===== config.mk =====
export PLATFORM = sky130hd
export DESIGN_NAME = qsm_multi_regs
export DESIGN_NICKNAME = d
export VERILOG_FILES = /design/src/rtl/qsm_multi_regs.sv
export SDC_FILE = /design/constraint.sdc
export NUM_CORES = 1
export LEC_CHECK = 0
export CAP_MARGIN = 10
export CORE_ASPECT_RATIO = 1.5
export CORE_MARGIN = 2
export CORE_UTILIZATION = 50
export CTS_BUF_LIST = sky130_fd_sc_hd__clkbuf_8
export DETAILED_ROUTE_END_ITERATION = 6
export DONT_BUFFER_PORTS = 1
export PLACE_DENSITY = 0.71
export SYNTH_ARGS = -nofsm -noshare
export SYNTH_HDL_FRONTEND = slang
export SYNTH_SLANG_ARGS = --single-unit
export TNS_END_PERCENT = 100

===== constraint.sdc =====
create_clock -name clk_i -period 5.1 [get_ports clk_i]
set_input_delay 0.51 -clock clk_i [delete_from_list [all_inputs] [get_ports clk_i]]
set_output_delay 0.51 -clock clk_i [all_outputs]
set_load 0.01 [all_outputs]

===== src/rtl/qsm_multi_regs.sv =====
// Wishbone register and readout block for NCHAN quench-signal-monitor DIM channels.
// Per-channel control/status, periodic auto-trigger, sticky W1C flags with IRQ, readout-memory windows.
module qsm_multi_regs #(
   parameter int NCHAN  = 2,
   parameter int MEM_AW = 7,
   localparam int CW = (NCHAN > 1) ? $clog2(NCHAN) : 1,
   localparam int AW = MEM_AW + CW + 1
) (
   input  logic                  clk_i,
   input  logic                  rst_n_i,
   input  logic                  wb_cyc_i,
   input  logic                  wb_stb_i,
   input  logic                  wb_we_i,
   input  logic [AW+1:0]         wb_adr_i,
   input  logic [3:0]            wb_sel_i,
   input  logic [31:0]           wb_dat_i,
   output logic [31:0]           wb_dat_o,
   output logic                  wb_ack_o,
   output logic                  wb_stall_o,
   input  logic                  us_tick_i,
   output logic [NCHAN-1:0]      ctrl_reset_o,
   output logic [NCHAN-1:0]      ctrl_trig_o,
   output logic [4*NCHAN-1:0]    ctrl_last_reg_adr_o,
   output logic [4*NCHAN-1:0]    ctrl_max_dim_no_o,
   output logic [10*NCHAN-1:0]   ctrl_read_delay_o,
   input  logic [NCHAN-1:0]      st_busy_i,
   input  logic [NCHAN-1:0]      st_done_i,
   input  logic [NCHAN-1:0]      st_err_many_i,
   input  logic [NCHAN-1:0]      st_err_fb_i,
   input  logic [4*NCHAN-1:0]    st_dim_count_i,
   output logic [MEM_AW-1:0]     mem_addr_o,
   output logic [NCHAN-1:0]      mem_re_o,
   input  logic [16*NCHAN-1:0]   mem_data_i,
   output logic                  irq_o
);

   logic                    busy_reg, ack_reg, mem_rd_reg, mem_wait_reg, irq_reg;
   logic [31:0]             dat_reg;
   logic [NCHAN-1:0]        mem_re_reg;
   logic [MEM_AW-1:0]       mem_addr_reg;
   logic [CW-1:0]           mem_chan_reg;

   logic                    req, sel_mem, reg_wr;
   logic [CW-1:0]           reg_chan, mem_chan;
   logic [1:0]              reg_idx;
   logic [MEM_AW-1:0]       mem_word;
   logic [NCHAN-1:0]        mem_sel;
   logic [15:0]             mem_rdata;
   logic [31:0]             rd_word;
   logic [NCHAN-1:0][31:0]  ch_rdata;
   logic [NCHAN-1:0]        ch_irq;
   logic                    unused_bits;

   assign unused_bits = ^{wb_sel_i, wb_adr_i[1:0]};

   // Only one transaction in flight: a request is taken when no earlier one is pending.
   assign req        = wb_cyc_i & wb_stb_i & ~busy_reg;
   assign sel_mem    = wb_adr_i[AW+1];
   assign reg_chan   = wb_adr_i[CW+3:4];
   assign reg_idx    = wb_adr_i[3:2];
   assign mem_chan   = wb_adr_i[AW:MEM_AW+2];
   assign mem_word   = wb_adr_i[MEM_AW+1:2];
   assign reg_wr     = req & wb_we_i & ~sel_mem;
   assign wb_stall_o = wb_cyc_i & wb_stb_i & ~wb_ack_o;

   always_comb begin
      rd_word   = 32'd0;
      mem_rdata = 16'd0;
      mem_sel   = '0;
      for (int c = 0; c < NCHAN; c++) begin
         if (reg_chan == CW'(c))     rd_word    = ch_rdata[c];
         if (mem_chan_reg == CW'(c)) mem_rdata  = mem_data_i[16*c +: 16];
         mem_sel[c] = (mem_chan == CW'(c));
      end
   end

   for (genvar gi = 0; gi < NCHAN; gi++) begin : g_chan
      logic        wr_sel, wr_ctrl, wr_status, wr_period, wr_mask;
      logic [3:0]  last_reg_adr_reg, max_dim_no_reg, mask_reg, sticky_reg;
      logic [9:0]  read_delay_reg;
      logic        auto_en_reg, reset_reg, trig_reg;
      logic [23:0] period_reg, cnt_reg;
      logic [2:0]  prev_reg, lvl;
      logic [3:0]  set_vec, clr_vec;
      logic        cnt_clr, cnt_run, fire;

      assign wr_sel    = reg_wr && (reg_chan == CW'(gi));
      assign wr_ctrl   = wr_sel && (reg_idx == 2'd0);
      assign wr_status = wr_sel && (reg_idx == 2'd1);
      assign wr_period = wr_sel && (reg_idx == 2'd2);
      assign wr_mask   = wr_sel && (reg_idx == 2'd3);

      assign lvl     = {st_err_fb_i[gi], st_err_many_i[gi], st_done_i[gi]};
      assign cnt_clr = wr_ctrl | wr_period;
      assign cnt_run = auto_en_reg & (period_reg != 24'd0);
      // A register write restarts the period, so it also suppresses a fire in that cycle.
      assign fire    = cnt_run & us_tick_i & ~cnt_clr & (cnt_reg == period_reg - 24'd1);
      // Sticky order: {overrun, err_fb, err_many, done}
      assign set_vec = {fire & st_busy_i[gi], lvl & ~prev_reg};
      assign clr_vec = wr_status ? {wb_dat_i[8], wb_dat_i[3:1]} : 4'd0;

      always_ff @(posedge clk_i or negedge rst_n_i) begin
         if (!rst_n_i) begin
            last_reg_adr_reg <= '0;
            max_dim_no_reg   <= '0;
            read_delay_reg   <= '0;
            auto_en_reg      <= 1'b0;
            period_reg       <= '0;
            mask_reg         <= '0;
            sticky_reg       <= '0;
            prev_reg         <= '0;
            cnt_reg          <= '0;
            reset_reg        <= 1'b0;
            trig_reg         <= 1'b0;
         end else begin
            if (wr_ctrl) begin
               last_reg_adr_reg <= wb_dat_i[5:2];
               max_dim_no_reg   <= wb_dat_i[9:6];
               read_delay_reg   <= wb_dat_i[19:10];
               auto_en_reg      <= wb_dat_i[20];
            end
            if (wr_period) period_reg <= wb_dat_i[23:0];
            if (wr_mask)   mask_reg   <= wb_dat_i[3:0];
            reset_reg  <= wr_ctrl & wb_dat_i[0];
            trig_reg   <= (wr_ctrl & wb_dat_i[1]) | (fire & ~st_busy_i[gi]);
            prev_reg   <= lvl;
            sticky_reg <= (sticky_reg & ~clr_vec) | set_vec;
            if (cnt_clr || !cnt_run)
               cnt_reg <= '0;
            else if (us_tick_i)
               cnt_reg <= fire ? 24'd0 : cnt_reg + 24'd1;
         end
      end

      assign ch_rdata[gi] =
         (reg_idx == 2'd0) ? {11'd0, auto_en_reg, read_delay_reg, max_dim_no_reg, last_reg_adr_reg, 2'b00} :
         (reg_idx == 2'd1) ? {23'd0, sticky_reg[3], st_dim_count_i[4*gi +: 4], sticky_reg[2:0], st_busy_i[gi]} :
         (reg_idx == 2'd2) ? {8'd0, period_reg} :
                             {28'd0, mask_reg};

      assign ch_irq[gi]                    = |(sticky_reg & mask_reg);
      assign ctrl_reset_o[gi]              = reset_reg;
      assign ctrl_trig_o[gi]               = trig_reg;
      assign ctrl_last_reg_adr_o[4*gi +: 4] = last_reg_adr_reg;
      assign ctrl_max_dim_no_o[4*gi +: 4]   = max_dim_no_reg;
      assign ctrl_read_delay_o[10*gi +: 10] = read_delay_reg;
   end

   // Memory reads run three stages: mem_re issued, data valid at memory, data registered with ack.
   always_ff @(posedge clk_i or negedge rst_n_i) begin
      if (!rst_n_i) begin
         busy_reg     <= 1'b0;
         ack_reg      <= 1'b0;
         dat_reg      <= '0;
         mem_re_reg   <= '0;
         mem_addr_reg <= '0;
         mem_chan_reg <= '0;
         mem_rd_reg   <= 1'b0;
         mem_wait_reg <= 1'b0;
         irq_reg      <= 1'b0;
      end else begin
         ack_reg      <= 1'b0;
         mem_re_reg   <= '0;
         mem_rd_reg   <= 1'b0;
         mem_wait_reg <= mem_rd_reg;
         irq_reg      <= |ch_irq;
         if (ack_reg) busy_reg <= 1'b0;
         if (mem_wait_reg) begin
            ack_reg <= 1'b1;
            dat_reg <= {16'd0, mem_rdata};
         end
         if (req) begin
            busy_reg <= 1'b1;
            if (sel_mem && !wb_we_i) begin
               mem_rd_reg   <= 1'b1;
               mem_re_reg   <= mem_sel;
               mem_addr_reg <= mem_word;
               mem_chan_reg <= mem_chan;
            end else begin
               ack_reg <= 1'b1;
               dat_reg <= (sel_mem || wb_we_i) ? 32'd0 : rd_word;
            end
         end
      end
   end

   assign wb_ack_o   = ack_reg;
   assign wb_dat_o   = dat_reg;
   assign mem_re_o   = mem_re_reg;
   assign mem_addr_o = mem_addr_reg;
   assign irq_o      = irq_reg;

endmodule


==> flow_summary.toml, run 1 <==
[global_routing]
grt_pass1_vias = 8825
grt_usage_pct = 25.8
antenna_found_initial = 0
grt_pass1_wl_um = 48700
overflow = 0
grt_max_degree = 208

[critical_path]
r2r-end = "g_chan[0].cnt_reg[3]"
crit_path_top_delay_cell = "or4_1"
required_ns = 5.52
crit_chain = "inv_1 > ha_1 > nor4b_1 > nand2_1 > or4_1 > a222oi_1 > nand4_1 > or4b_4 > o21a_1 > a21o_1 > a22o_1"
reg2reg_depth = 11
crit_fanout = 25
rr_startpoint = "g_chan[0].period_reg[0]"
crit_arrival_ns = 4.85
ff2ff_setup_slack_ns = 0.67
worst-path-buf-inv = 1
cpPeakStageDelay_ns = 0.57
endpoint_kind = "register"
path_delay_family = "simple AND/OR/NAND/NOR gates"
path_class = "register to register"
startpoint_type = "register"

[routing]
drtIter0Drc = 724
vias = 8929
drt-wirelength-per-cell_um = 22.0
drc = 0
wirelength_um = 31100
first_pass_iters = 7
ant_nets = 0
vias_per_cell = 6.33

[clock_network]
postCtsSetupRepairBufs = 0
path_clk_slew_ns = 0.07
ctsHtreeMaxLevel = 2
postCtsHoldBufs = 6
ctsLongestPathBuffers = 3
root_buffer = "clkbuf_8"
cts_tree = "built"
cts_buffers = 35
clk_latency_ns = 0.54
cts_resized = 0
clock_sinks = 207

[floorplan]
start_util_pct = 51.1
core.rowCount = 67
die_h_um = 189
coreArea_sq_um = 22400
dieWidth_um = 128
ios = 185
die_area_sq_um = 24100

[sta]
finalSetupTns_ns = 0
fmax_mhz = 226
setup_viol = 0
finalCritPeriodShare_pct = 86.8
worst_pin_slew_ns = 1.06
fin_ws_ns = 0.673
rsz0062_at_grt = "no"
finClkSkew_ns = 0.0250
min_period_ns = 4.43
slew_violations = 0
holdWs_ns = -0.324
hold_viol = 207
max_slew_margin_pct = 28.9

[status]
violations = "negative hold slack"
status = "complete, but fails checks"

[hold_path]
holdCritPathClass = "primary input to async pin"

[synthesis]
yosys_register_bits = 207
netlist_area_sq_um = 11400
seq_area_frac_synth_pct = 45.3
synth_cell_types = 69
syn_area_per_cell_sq_um = 10.2
synth_nets = 1233
synth_flop_cell = "dfrtp_1"
synth_edf_count = 0
synth_warnings = 0
async_flop_share_pct = 100
synthCells = 1126

[power]
total_power_mw = 4.92
leakage_nw = 5.56
p_per_area_nw_per_um2 = 395
ir_drop_mv = 0.242

[placement]
dp_hpwl_um = 22300
place.port_buffers = 0
placed_cell_area_sq_um = 11600
gp_congestion = 0.991
place_inst = 1341
post-place-ws_ns = 0.744

[layout]
drive_above_1_share_pct = 17.7
layout.nets = 1215
final_common_cell = "dfrtp_1"
layout_common_cells = "207 x dfrtp_1, 113 x nand2_1, 103 x mux2_2, 71 x o21ai_0, 58 x nor2_1"
syn2layout_area_growth_pct = 8.95
nFillCells = 1921
stdcell_count = 1411
final_cell_area_sq_um = 12500
diodes = 0

[job]
cap_violations = 0
area by class of cell:
type                            count  area [sq um]  share of cell area [%]
Multi-Input combinational cell    819          5860                    47.0
Sequential cell                   207          5180                    41.5
Clock buffer                       42           578                    4.64
Tap cell                          276           345                    2.77
Clock inverter                     22           258                    2.07
Timing Repair Buffer               16           135                    1.08
Inverter                           29           109                   0.873
cell usage after synthesis, drive strengths merged, types with 7 or more instances:
cell type | instances | share of area (%)
a21o | 7 | 0.46
a21oi | 30 | 1.3
a22o | 9 | 0.69
a31oi | 13 | 0.71
and2 | 14 | 0.77
and3 | 13 | 0.71
buf | 14 | 0.74
clkbuf | 57 | 1.9
dfrtp | 207 | 45
inv | 29 | 0.95
mux2 | 103 | 10
mux2i | 32 | 2.8
mux4 | 18 | 3.5
nand2 | 113 | 3.7
nand2b | 12 | 0.66
nand3 | 52 | 2.3
nand4 | 11 | 0.60
nor2 | 58 | 1.9
nor2b | 11 | 0.60
nor3 | 30 | 1.3
nor3b | 10 | 0.66
nor4 | 9 | 0.49
o21ai | 72 | 3.2
o22ai | 16 | 0.87
o311ai | 8 | 0.61
or3 | 21 | 1.1
or4 | 10 | 0.72
xnor2 | 26 | 2.0
xor2 | 32 | 2.4
power by group:
part | total (mW) | switching (mW) | leakage, nW | internal [mW]
registers | 2.20 | 0.346 | 2.77 | 1.85
clock network | 1.77 | 0.709 | 0.460 | 1.06
logic | 0.955 | 0.474 | 2.33 | 0.481
through the flow:
step	hold WS [ns]	utilization, %
final	-0.324	55.7
after global routing	-0.346	55.7
after CTS	-0.349	55.7
after detailed placement	0.226	51.7
after global placement	0.227	51.7
after floorplan	0.214	-
worst max path at each step:
stage                            end  cells past startpoint                     start  slack (ns)
3_5_place_dp    g_chan[0].cnt_reg[3]                     11   g_chan[0].period_reg[0]        0.74
2_1_floorplan  g_chan[0].cnt_reg[14]                     10  g_chan[0].period_reg[11]        1.51
5_1_grt         g_chan[0].cnt_reg[3]                     11   g_chan[0].period_reg[0]        0.40
4_1_cts         g_chan[0].cnt_reg[3]                     11   g_chan[0].period_reg[0]        0.71
6_report        g_chan[0].cnt_reg[3]                     11   g_chan[0].period_reg[0]        0.67
3_3_place_gp    g_chan[0].cnt_reg[3]                     11   g_chan[0].period_reg[0]        0.80
per-layer routing:
metal	wire length (um)	vias up	global-route usage [%]
met5	0	-	0
met4	1140	0	10.6
met3	1650	70	3.93
met2	16400	279	46.1
met1	11900	4515	30.9
li1	-	4065	-
cells by family (layout without fill, tap and decap cells):
logic type      count (synthesis)  after routing  synth area share [%]
simple gates                  398            398                  18.1
flops                         207            207                  45.3
compound gates                204            204                  11.5
mux                           153            153                  16.5
buf+inv                       100            109                  3.56
xor+xnor                       58             58                  4.44
fa+ha+maj                       6              6                 0.656
Note: power is estimated with default switching activity, not from simulation.
==> inputs of run 2 (changes only) <==
CORE_UTILIZATION = 62   (was 50)
CTS_BUF_LIST = unset   (was sky130_fd_sc_hd__clkbuf_8)
PLACE_DENSITY = 0.84   (was 0.71)
==> run 2 against run 1 <==
  * The run still ends with negative hold slack left
  * Non-clock buffer count decreased by 8
  * Global-route usage up 5.7 points
  * Final cell count decreased by 6.8%
  * Sequential power about the same
==> flow_summary.toml, run 2 (same netlist as run 1, synthesis figures left out) <==
[routing]
vias_per_cell = 6.88
vias = 9052
ant_nets = 0
drt-wirelength-per-cell_um = 23.5
drc = 0
wirelength_um = 30800
first_pass_iters = 5
drtIter0Drc = 701

[sta]
max_slew_margin_pct = 17.7
min_period_ns = 4.36
fin_ws_ns = 0.735
finalSetupTns_ns = 0
holdWs_ns = -0.285
worst_pin_slew_ns = 1.23
finClkSkew_ns = 0.00870
setup_viol = 0
finalCritPeriodShare_pct = 85.6
slew_violations = 0
rsz0062_at_grt = "no"
fmax_mhz = 229
hold_viol = 207

[critical_path]
startpoint_type = "register"
crit_fanout = 25
required_ns = 5.48
path_class = "register to register"
crit_arrival_ns = 4.75
endpoint_kind = "register"

[layout]
layout_common_cells = "207 x dfrtp_1, 113 x nand2_1, 103 x mux2_2, 71 x o21ai_0, 58 x nor2_1"
fin_util_pct = 67.5
final_common_cell = "dfrtp_1"
layout.nets = 1192
syn2layout_area_growth_pct = 6.26
drive_above_1_share_pct = 16.2
diodes = 0

[floorplan]
die_h_um = 170
dieWidth_um = 115
die_area_sq_um = 19600
coreArea_sq_um = 18000
ios = 185
start_util_pct = 63.5
core.rowCount = 60

[placement]
post-place-ws_ns = 0.859
place.port_buffers = 0
gp_congestion = 1.01
dp_hpwl_um = 22000

[clock_network]
path_clk_slew_ns = 0.07
ctsHtreeMaxLevel = 1
cts_resized = 0
root_buffer = "clkbuf_16"
ctsLongestPathBuffers = 3
clock_sinks = 207
clk_latency_ns = 0.49
cts_buffers = 20
cts_tree = "built"

[power]
p_clk_share_pct = 32.6
ir_drop_mv = 0.223
p_int_mw = 3.21
total_power_mw = 4.68
swShare_pct = 31.3
leakage_nw = 5.40
p_switching_mw = 1.47
seqPwrFrac_pct = 47.0
p_comb_share_pct = 20.4
p_per_area_nw_per_um2 = 385

[global_routing]
overflow = 0
antenna_found_initial = 0
grt_pass1_wl_um = 48200
grt_max_degree = 208
grt_pass1_vias = 8864
grt_usage_pct = 31.5

[job]
cap_violations = 0

[status]
status = "complete, but fails checks"
violations = "negative hold slack"

[hold_path]
holdCritPathClass = "primary input to async pin"
## run 2: cell count changes in the layout (fill, tap and decap cells not counted)
cell           change
buf_4              -2
bufinv_16          -4
clkbuf_1           +2
clkbuf_16         +21
clkbuf_8          -40
clkinv_2           -1
clkinv_4           +3
dlygate4sd3_1      -6
inv_1              -9
inv_8              -1
nor2b_1            -1
nor2b_2            +1
## run 2: path summary, 6_finish.rpt
check | start | end | slack (ns) | cells after the start
setup / recovery | g_chan[0].period_reg[0] | g_chan[0].cnt_reg[3] | 0.74 | 11
hold / removal | rst_n_i | g_chan[0].cnt_reg[18] | -0.28 | 0
setup reg to reg | g_chan[0].period_reg[0] | g_chan[0].cnt_reg[3] | 0.74 | 11
hold reg to reg | mem_rd_reg | mem_wait_reg | 0.35 | 0
max in group asynchronous | rst_n_i | g_chan[1].last_reg_adr_reg[0] | 5.06 | 0
min in group clk_i | st_err_many_i[0] | g_chan[0].prev_reg[1] | 0.04 | 0
## run 2: per-stage QoR
| stage | instances | area, sq um |
|---|---|---|
| 3_3_place_gp | 1280 | 11500 |
| 2_1_floorplan | 1126 | 11400 |
| 3_5_place_dp | 1280 | 11500 |
| 4_1_cts | 1315 | 12200 |
| 5_1_grt | 1315 | 12200 |
| 6_report | 1315 | 12200 |
## run 2: routing by layer
layer	vias up	track usage [%]	share of wire (%)
met3	118	4.56	7.8
met4	0	15.9	5.5
li1	4013	-	-
met5	-	0	0
met2	427	53.2	50
met1	4494	39.3	36
## run 2: worst max-delay path, stage by stage, from the launching register on
cell	delay (ns)
dfrtp_1	0.48
inv_1	0.12
ha_1	0.32
nor4b_1	0.47
nand2_1	0.27
or4_1	0.55
a222oi_1	0.30
nand4_1	0.15
or4b_4	0.58
o21a_1	0.53
a21o_1	0.29
a22o_1	0.17
## run 2: what timing repair did
item | 4_1_cts | 5_1_grt
endpoints found under the setup margin | 0 | 0
endpoints found under the hold margin | 207 | 207
setup buffers | 0 | 0
## run 2: power groups by stage
stage	Combinational [mW]	Clock, mW	Sequential [mW]
2_1_floorplan	0.822	0	2.07
3_3_place_gp	0.902	0	2.21
3_5_place_dp	0.933	0	2.22
4_1_cts	0.942	1.54	2.19
5_1_grt	1.04	1.62	2.23
6_report	0.953	1.53	2.20
## run 2: layout make-up
class | count | area [sq um]
sequential | 207 | 5180
inverter | 29 | 109
multi-input combinational | 819 | 5870
clock inverter | 10 | 114
timing repair buffer | 8 | 60.1
tap | 217 | 272
clock buffer | 25 | 561
fill | 1343 | 5860
==> inputs of run 3 (changes only) <==
CTS_CLUSTER_DIAMETER = 150   (was unset)
MAX_ROUTING_LAYER = met4   (was unset)
==> run 3 against run 2 <==
  * Cell area fell by 0.32%
  * Critical endpoint unchanged
  * Clock power fell by 5%
  * Critical path depth did not move
  * Routed wire length rose by 0.80%
  * Sequential power barely moved
  * Combinational power fell by 0.6%
  * The flow still finishes with violations (negative hold slack)
  * First-iteration DRC count rose by 22%
  * Die area did not move
  * Largest power group unchanged
  * Via count fell by 0.45%
==> flow_summary.toml, run 3 (same netlist as run 1, synthesis figures left out) <==
[status]
status = "complete, but fails checks"
violations = "negative hold slack"

[layout]
drive_above_1_share_pct = 16.1
nFillCells = 1336
final_cell_area_sq_um = 12100
layout_common_cells = "207 x dfrtp_1, 113 x nand2_1, 103 x mux2_2, 71 x o21ai_0, 58 x nor2_1"
stdcell_count = 1315
diodes = 0
layout.nets = 1192
syn2layout_area_growth_pct = 5.93
final_common_cell = "dfrtp_1"

[global_routing]
grt_pass1_wl_um = 48400
grt_max_degree = 208
antenna_found_initial = 1
grt_usage_pct = 32.8
grt_pass1_vias = 8951
overflow = 0

[critical_path]
crit_fanout = 25
ff2ff_setup_slack_ns = 0.69
required_ns = 5.49
reg2reg_depth = 11
crit_path_top_delay_cell = "or4b_4"
path_class = "register to register"
rr_startpoint = "g_chan[0].period_reg[0]"
endpoint_kind = "register"
cpPeakStageDelay_ns = 0.59
crit_chain = "inv_1 > ha_1 > nor4b_1 > nand2_1 > or4_1 > a222oi_1 > nand4_1 > or4b_4 > o21a_1 > a21o_1 > a22o_1"
startpoint_type = "register"
crit_arrival_ns = 4.80
r2r-end = "g_chan[0].cnt_reg[3]"

[routing]
ant_nets = 0
vias = 9011
first_pass_iters = 5
wirelength_um = 31100
drt-wirelength-per-cell_um = 23.6
drtIter0Drc = 852
vias_per_cell = 6.85
drc = 0

[power]
p_switching_mw = 1.47
p_comb_share_pct = 20.5
ir_drop_mv = 0.246
leakage_nw = 5.38
p_per_area_nw_per_um2 = 380
p_clk_share_pct = 31.7
swShare_pct = 31.9
seqPwrFrac_pct = 47.8
p_int_mw = 3.14

[clock_network]
postCtsSetupRepairBufs = 0
cts_tree = "built"
clock_sinks = 207
cts_buffers = 20
cts_resized = 0
root_buffer = "clkbuf_16"
ctsHtreeMaxLevel = 1
ctsLongestPathBuffers = 3
clk_latency_ns = 0.51
path_clk_slew_ns = 0.06

[floorplan]
dieWidth_um = 115
coreArea_sq_um = 18000
ios = 185
die_h_um = 170
die_area_sq_um = 19600
start_util_pct = 63.5
core.rowCount = 60

[sta]
holdWs_ns = -0.296
rsz0062_at_grt = "no"
fmax_mhz = 227
slew_violations = 0
setup_viol = 0
max_slew_margin_pct = 17.8
finalCritPeriodShare_pct = 86.5
min_period_ns = 4.41
hold_viol = 207
finalSetupTns_ns = 0
finClkSkew_ns = 0.0114
worst_pin_slew_ns = 1.23

[placement]
place_inst = 1280
dp_hpwl_um = 22100
placed_cell_area_sq_um = 11500
gp_congestion = 1.02
place.port_buffers = 0

[hold_path]
holdCritPathClass = "primary input to async pin"

[job]
cap_violations = 0
==> run 3: cell types whose count changed in the layout (fill, tap and decap cells not counted), sizes merged <==
cell / delta
clkinvlp: +1
inv: +1
clkbuf: +3
clkinv: -3
bufinv: -2
==> run 3: power groups by stage <==
| stage | logic (mW) | registers [mW] | clock network [mW] |
|---|---|---|---|
| 2_1_floorplan | 0.822 | 2.07 | 0 |
| 3_3_place_gp | 0.901 | 2.21 | 0 |
| 3_5_place_dp | 0.928 | 2.22 | 0 |
| 4_1_cts | 0.937 | 2.20 | 1.47 |
| 5_1_grt | 1.04 | 2.23 | 1.54 |
| 6_report | 0.947 | 2.20 | 1.46 |
==> run 3: how the worst max path moves through the flow <==
stage / to / from / slack (ns)
after floorplan: g_chan[0].cnt_reg[14] / g_chan[0].period_reg[11] / 1.51
after global placement: g_chan[0].cnt_reg[3] / g_chan[0].period_reg[0] / 0.89
after detailed placement: g_chan[0].cnt_reg[3] / g_chan[0].period_reg[0] / 0.85
after CTS: g_chan[0].cnt_reg[3] / g_chan[0].period_reg[0] / 0.78
after global routing: g_chan[0].cnt_reg[3] / g_chan[0].period_reg[0] / 0.57
final: g_chan[0].cnt_reg[3] / g_chan[0].period_reg[0] / 0.69
==> run 3: worst max-delay path: cells and delay by family (launching register included) <==
family | cells | cell delay, ns
DFF | 1 | 0.50
and+or+nand+nor | 5 | 2.04
AOI/OAI and AO/OA | 4 | 1.32
adders and majority gates | 1 | 0.30
buffers and inverters | 1 | 0.14
==> run 3: final cells by class <==
cell class              instances  area, sq um  share of cell area (%)
flip-flops and latches        207         5180                    42.7
well taps                     217          272                    2.24
repair buffers                  8         60.1                   0.495
clock inverters                 7         43.8                   0.361
inverters                      29          109                   0.898
multi-input cells             819         5870                    48.4
clock buffers                  28          592                    4.88
==> run 3: per-stage QoR <==
| stage | hold WS [ns] | total power, mW | util [%] | worst slack, ns |
|---|---|---|---|---|
| after floorplan | 0.214 | 2.89 | - | 1.51 |
| after global placement | 0.225 | 3.11 | 63.7 | 0.892 |
| after detailed placement | 0.224 | 3.15 | 63.7 | 0.850 |
| after CTS | -0.308 | 4.60 | 67.3 | 0.784 |
| after global routing | -0.305 | 4.81 | 67.3 | 0.573 |
| final | -0.296 | 4.61 | 67.3 | 0.688 |
==> run 3: per-layer routing <==
| metal | GRT usage (%) | share of wire (%) | vias to the layer above |
|---|---|---|---|
| met1 | 38.4 | 36 | 4486 |
| met2 | 53.1 | 50 | 376 |
| li1 | - | - | 4018 |
| met4 | 18.2 | 6.3 | 0 |
| met5 | - | 0 | - |
| met3 | 5.84 | 7.5 | 131 |
